<file path="src/rtl/seven_seg_scan_pkg.sv">
// seven_seg_scan_pkg: segment patterns and display constants shared by the scanner and decoder
package seven_seg_scan_pkg;
    // Active-low cathode patterns, bit order g,f,e,d,c,b,a
    localparam logic [6:0] SEG_0    = 7'h40;
    localparam logic [6:0] SEG_1    = 7'h79;
    localparam logic [6:0] SEG_2    = 7'h24;
    localparam logic [6:0] SEG_3    = 7'h30;
    localparam logic [6:0] SEG_4    = 7'h19;
    localparam logic [6:0] SEG_5    = 7'h12;
    localparam logic [6:0] SEG_6    = 7'h02;
    localparam logic [6:0] SEG_7    = 7'h78;
    localparam logic [6:0] SEG_8    = 7'h00;
    localparam logic [6:0] SEG_9    = 7'h10;
    localparam logic [6:0] SEG_A    = 7'h08;
    localparam logic [6:0] SEG_B    = 7'h03;
    localparam logic [6:0] SEG_C    = 7'h46;
    localparam logic [6:0] SEG_D    = 7'h21;
    localparam logic [6:0] SEG_E    = 7'h06;
    localparam logic [6:0] SEG_F    = 7'h0E;
    localparam logic [6:0] SEG_DASH = 7'h3F;
    localparam logic [6:0] SEG_OFF  = 7'h7F;
    localparam logic [3:0] AN_OFF   = 4'hF;
endpackage

</file>
<file path="src/rtl/seven_seg_scan_seg_decode.sv">
// seg_decode: nibble to active-low 7-segment pattern
//   nibble  in  4  value to show
//   hex_en  in  1  1: 10..15 show A..F, 0: they show a dash
//   seg     out 7  active-low cathodes g,f,e,d,c,b,a
module seg_decode
    import seven_seg_scan_pkg::*;
(
    input  logic [3:0] nibble,
    input  logic       hex_en,
    output logic [6:0] seg
);
    always_comb begin
        seg = SEG_DASH;
        case (nibble)
            4'h0: seg = SEG_0;
            4'h1: seg = SEG_1;
            4'h2: seg = SEG_2;
            4'h3: seg = SEG_3;
            4'h4: seg = SEG_4;
            4'h5: seg = SEG_5;
            4'h6: seg = SEG_6;
            4'h7: seg = SEG_7;
            4'h8: seg = SEG_8;
            4'h9: seg = SEG_9;
            4'hA: seg = hex_en ? SEG_A : SEG_DASH;
            4'hB: seg = hex_en ? SEG_B : SEG_DASH;
            4'hC: seg = hex_en ? SEG_C : SEG_DASH;
            4'hD: seg = hex_en ? SEG_D : SEG_DASH;
            4'hE: seg = hex_en ? SEG_E : SEG_DASH;
            4'hF: seg = hex_en ? SEG_F : SEG_DASH;
        endcase
    end
endmodule

</file>
<file path="src/rtl/seven_seg_scan.sv">
// seven_seg_scan: time-multiplexes four frame-latched BCD/hex digits onto a common-anode display
//   clk       in  1   system clock
//   rst       in  1   asynchronous active-high reset
//   digit_in  in  16  four nibbles, [3:0] is the rightmost position
//   dot_in    in  4   decimal point request per position
//   blank     in  1   turns all anodes off while the scan keeps running
//   an        out 4   anode enables, active low, an[0] rightmost
//   seg       out 7   cathodes g..a, active low
//   dp        out 1   decimal point cathode, active low
module seven_seg_scan
    import seven_seg_scan_pkg::*;
#(
    parameter int SCAN_CYCLES = 100000,
    parameter bit HEX_EN      = 1'b0,
    parameter bit BLANK_LZ    = 1'b1
) (
    input  logic        clk,
    input  logic        rst,
    input  logic [15:0] digit_in,
    input  logic [3:0]  dot_in,
    input  logic        blank,
    output logic [3:0]  an,
    output logic [6:0]  seg,
    output logic        dp
);
    localparam int TW = $clog2(SCAN_CYCLES);

    logic [TW-1:0] tick_cnt;
    logic [1:0]    pos;
    logic [15:0]   sh_dig;
    logic [3:0]    sh_dot;
    logic          tick;
    logic [3:0]    lz;
    logic          run;
    logic [3:0]    cur_nib;
    logic [6:0]    dec_seg;
    logic          off;

    assign tick    = tick_cnt == TW'(SCAN_CYCLES - 1);
    assign cur_nib = sh_dig[{pos, 2'b00} +: 4];

    // A position is a leading zero while it and everything above it is zero with no dot;
    // a dot anywhere at or above breaks the run, so lower zeros stay visible.
    always_comb begin
        lz  = '0;
        run = 1'b1;
        for (int i = 3; i >= 1; i--) begin
            run   = run && sh_dig[4*i +: 4] == 4'h0 && !sh_dot[i];
            lz[i] = run;
        end
    end

    assign off = blank || (BLANK_LZ && lz[pos]);

    seg_decode u_dec (
        .nibble (cur_nib),
        .hex_en (HEX_EN),
        .seg    (dec_seg)
    );

    always_ff @(posedge clk or posedge rst) begin
        if (rst) begin
            tick_cnt <= '0;
            pos      <= '0;
            sh_dig   <= '0;
            sh_dot   <= '0;
        end else begin
            tick_cnt <= tick ? '0 : tick_cnt + 1'b1;
            pos      <= pos + {1'b0, tick};
            // Capture only on the last tick of pos 3 so a frame is never torn
            if (tick && pos == 2'd3) begin
                sh_dig <= digit_in;
                sh_dot <= dot_in;
            end
        end
    end

    always_ff @(posedge clk or posedge rst) begin
        if (rst) begin
            an  <= AN_OFF;
            seg <= SEG_OFF;
            dp  <= 1'b1;
        end else begin
            an  <= off ? AN_OFF : ~(4'b0001 << pos);
            seg <= off ? SEG_OFF : dec_seg;
            dp  <= off ? 1'b1 : ~sh_dot[pos];
        end
    end
endmodule
</file>
<file path="config.mk">
export PLATFORM = sky130hd
export DESIGN_NAME = seven_seg_scan
export DESIGN_NICKNAME = d
export VERILOG_FILES = /design/src/rtl/seven_seg_scan_pkg.sv /design/src/rtl/seven_seg_scan_seg_decode.sv /design/src/rtl/seven_seg_scan.sv
export SDC_FILE = /design/constraint.sdc
export NUM_CORES = 1
export LEC_CHECK = 0
export ABC_AREA = 1
export BUFFER_PORTS_ARGS = -buffer_cell sky130_fd_sc_hd__buf_2
export CORE_ASPECT_RATIO = 0.8
export CORE_UTILIZATION = 61
export DETAILED_ROUTE_END_ITERATION = 7
export GPL_ROUTABILITY_DRIVEN = 0
export GPL_TIMING_DRIVEN = 1
export HOLD_SLACK_MARGIN = 0.03
export PLACE_DENSITY = 0.84
export SYNTH_ARGS = -nofsm -noshare
export SYNTH_HDL_FRONTEND = slang
export SYNTH_SLANG_ARGS = --single-unit
</file>
<file path="constraint.sdc">
create_clock -name clk -period 4.4 [get_ports clk]
set_input_delay 1.32 -clock clk [delete_from_list [all_inputs] [get_ports clk]]
set_output_delay 1.32 -clock clk [all_outputs]
set_load 0.01 [all_outputs]
</file>
==> results.tsv <==
metric	value	unit
run_status	finished clean	
period_share	51.1	%
holdBufCountCts	0	
num_antenna_cells	0	
power_leakage	0.00139	uW
most_used_cells_in_the_layout_excluding_fill_and_tap_cells	sky130_fd_sc_hd__nand2_1, sky130_fd_sc_hd__dfrtp_1, sky130_fd_sc_hd__nand3_1	
cts.path.max_buffers	2	
detailroute.via_count	2127	
totalWireLength	4930	um
synth_cell_type_count	25	
timing.critical_path.cells	buf_2	
finalClockSkew	0.00425	ns
global_route_wire_length_before_repair	8180	um
cp.arrival	0.93	ns
worst-path-max-fanout	1	
worstSetupPathDepth	1	
cts-resized-gates	0	
first_global_vias	1747	
start_util	66.4	%
average_via_count_per_standard_cell	5.21	
synth.cell_area	0.00263	mm2
cts_sinks	51	
dieArea	0.00457	mm2
gate_count_post_synth	320	
width_of_the_die	75.3	um
dp.cells	400	
antenna_violating_nets_post_route	0	
hold_path_depth	1	
timing.final.crit_period	2.25	ns
p_per_area	277	mW/mm2
hold_violations	0	
post-synth-top-area-fraction	37.2	%
crit_path_buf_inv_count	1	
ys.warnings.count	0	
syn-mean-instance-area	8.20	um2
finalSetupViolations	0	
globalRoute.totalOverflow	0	
ff2ff_setup_slack	2.50	ns
grt_setup_unrepaired	false	
design.final.nets	377	
slew_headroom	33.7	%
final-instance-count-excl-fill	408	
core_area	0.00395	mm2
timing.critical_path.slowest_cell_delay	0.52	ns
layout_commonest_cell	sky130_fd_sc_hd__nand2_1	
die_height	60.7	um
crit_end_category	primary output	
drt_drc_violations_left	0	
drt-initial-drc-count	216	
report.final.slew_viol_count	0	
synth_area_leader_cell	sky130_fd_sc_hd__dfrtp_1	
vdd.ir_drop.worst	0.207	mV
route.detailed.wl_per_inst	12.1	um
cts_tree	yes	
worst_setup_hold_path_clk_slew	0.09	ns
startpoint_type	flip-flop	
dp.final_hpwl	3580	um
clock_latency	0.29	ns
rows	20	
global_route.usage.total	24.8	%
clock_tree.root_cell	sky130_fd_sc_hd__clkbuf_8	
critPathRequiredTime	3.08	ns
ctsHtreeMaxLevel	2	
grt_antenna_before_repair	0	
ys_seq_area_share	49.2	%
timing.max_cap.violations	0	
maxClockFrequency	445	MHz
total_power	805	uW
timing.setup.critical_path_class	flip-flop to primary output	
synth_seq_cells	51	
count_of_buffers_inserted_at_the_top_level_ports	34	
tns	0	ns
cts-buffers-inserted	5	
syn-num-nets	345	
worstMarginPinSlew	0.994	ns
cts_setup_buffers	0	
layout-area-overhead-vs-synth	10.6	%
grt_max_degree	52	
hold_class	flip-flop to flip-flop	
ios	35	
timing.reg2reg.worst_path_depth	10	
synth.area.top_cells	sky130_fd_sc_hd__dfrtp_1, sky130_fd_sc_hd__nand2_1, sky130_fd_sc_hd__dfstp_2	
critPathSlowestCell	sky130_fd_sc_hd__dfstp_2	
drt_first_pass_iters	5	
critPathTopFamily	flip-flops	
layout-drive-gt1-share	26.1	%
==> worst register-to-register path, delay by kind of cell, from the launching register on <==
family        cells  cell delay, ns
simple gates      7            0.96
flops             1            0.38
fa+ha+maj         1            0.20
buf+inv           2            0.26
==> layer usage <==
metal	GRT usage [%]	up-vias	routed length (um)	share of wire (%)
li1	-	1076	-	-
met1	40.0	948	2480	50
met2	32.0	93	1990	40
met3	6.15	10	395	8.0
met4	8.47	0	64	1.3
met5	0	-	0	0
==> power breakdown <==
group / internal [uW] / switching, uW
Clock: 161 / 148
Combinational: 8.67 / 15.5
Sequential: 471 / 0.214
==> registers in the layout (all words and copies together) (netlist names) <==
name and flops:
pos 2, dp 1, seg 7, an 4, tick_cnt 17, sh_dig 16
sh_dot 4
==> per-stage QoR <==
step | cell area [um2] | utilization, % | worst slack [ns] | hold slack (ns)
2_1_floorplan | 2630 | - | 1.87 | 0.430
4_1_cts | 2900 | 73.4 | 2.14 | 0.467
3_5_place_dp | 2790 | 70.6 | 2.14 | 0.455
3_3_place_gp | 2790 | 70.6 | 2.15 | 0.453
5_1_grt | 2900 | 73.4 | 2.10 | 0.498
6_report | 2900 | 73.4 | 2.15 | 0.463
==> logic make-up (layout without fill, tap and decap cells) <==
kind of cell	count (synthesis)	after routing	synth area share [%]
flip-flops	51	51	49.2
adder cells (fa/ha/maj)	2	2	0.953
XOR/XNOR	12	12	4.00
buffers and inverters	46	79	8.25
AND/OR/NAND/NOR	200	200	35.8
AO/OA/AOI/OAI	9	9	1.81
==> area by class of cell <==
class | count | area, um2
sequential | 51 | 1290
clock inverter | 1 | 5.00
fill | 324 | 1050
clock buffer | 7 | 108
multi-input combinational | 223 | 1120
tap | 55 | 68.8
inverter | 37 | 144
timing repair buffer | 34 | 170
==> synth_stat cells (all sizes together) <==
cell type,instances
nor2,38
nand4,7
and2,1
o21ai,6
inv,36
nand3,49
ha,2
clkinv,1
xor2,12
a21oi,2
dfrtp,39
dfstp,12
buf,9
o31ai,1
nand2,97
nor3,6
nor4,2
==> path summary, 6_finish.rpt <==
kind | start | end
setup / recovery | seg[1]$_DFF_PP1_ | seg[1]
hold reg to reg | tick_cnt[0]$_DFF_PP0_ | tick_cnt[0]$_DFF_PP0_
setup reg to reg | tick_cnt[0]$_DFF_PP0_ | sh_dig[5]$_DFFE_PP0P_
min in group asynchronous | rst | tick_cnt[4]$_DFF_PP0_
max in group asynchronous | rst | sh_dig[8]$_DFFE_PP0P_
hold / removal | tick_cnt[0]$_DFF_PP0_ | tick_cnt[0]$_DFF_PP0_
Power figures use the tool's default switching activity.
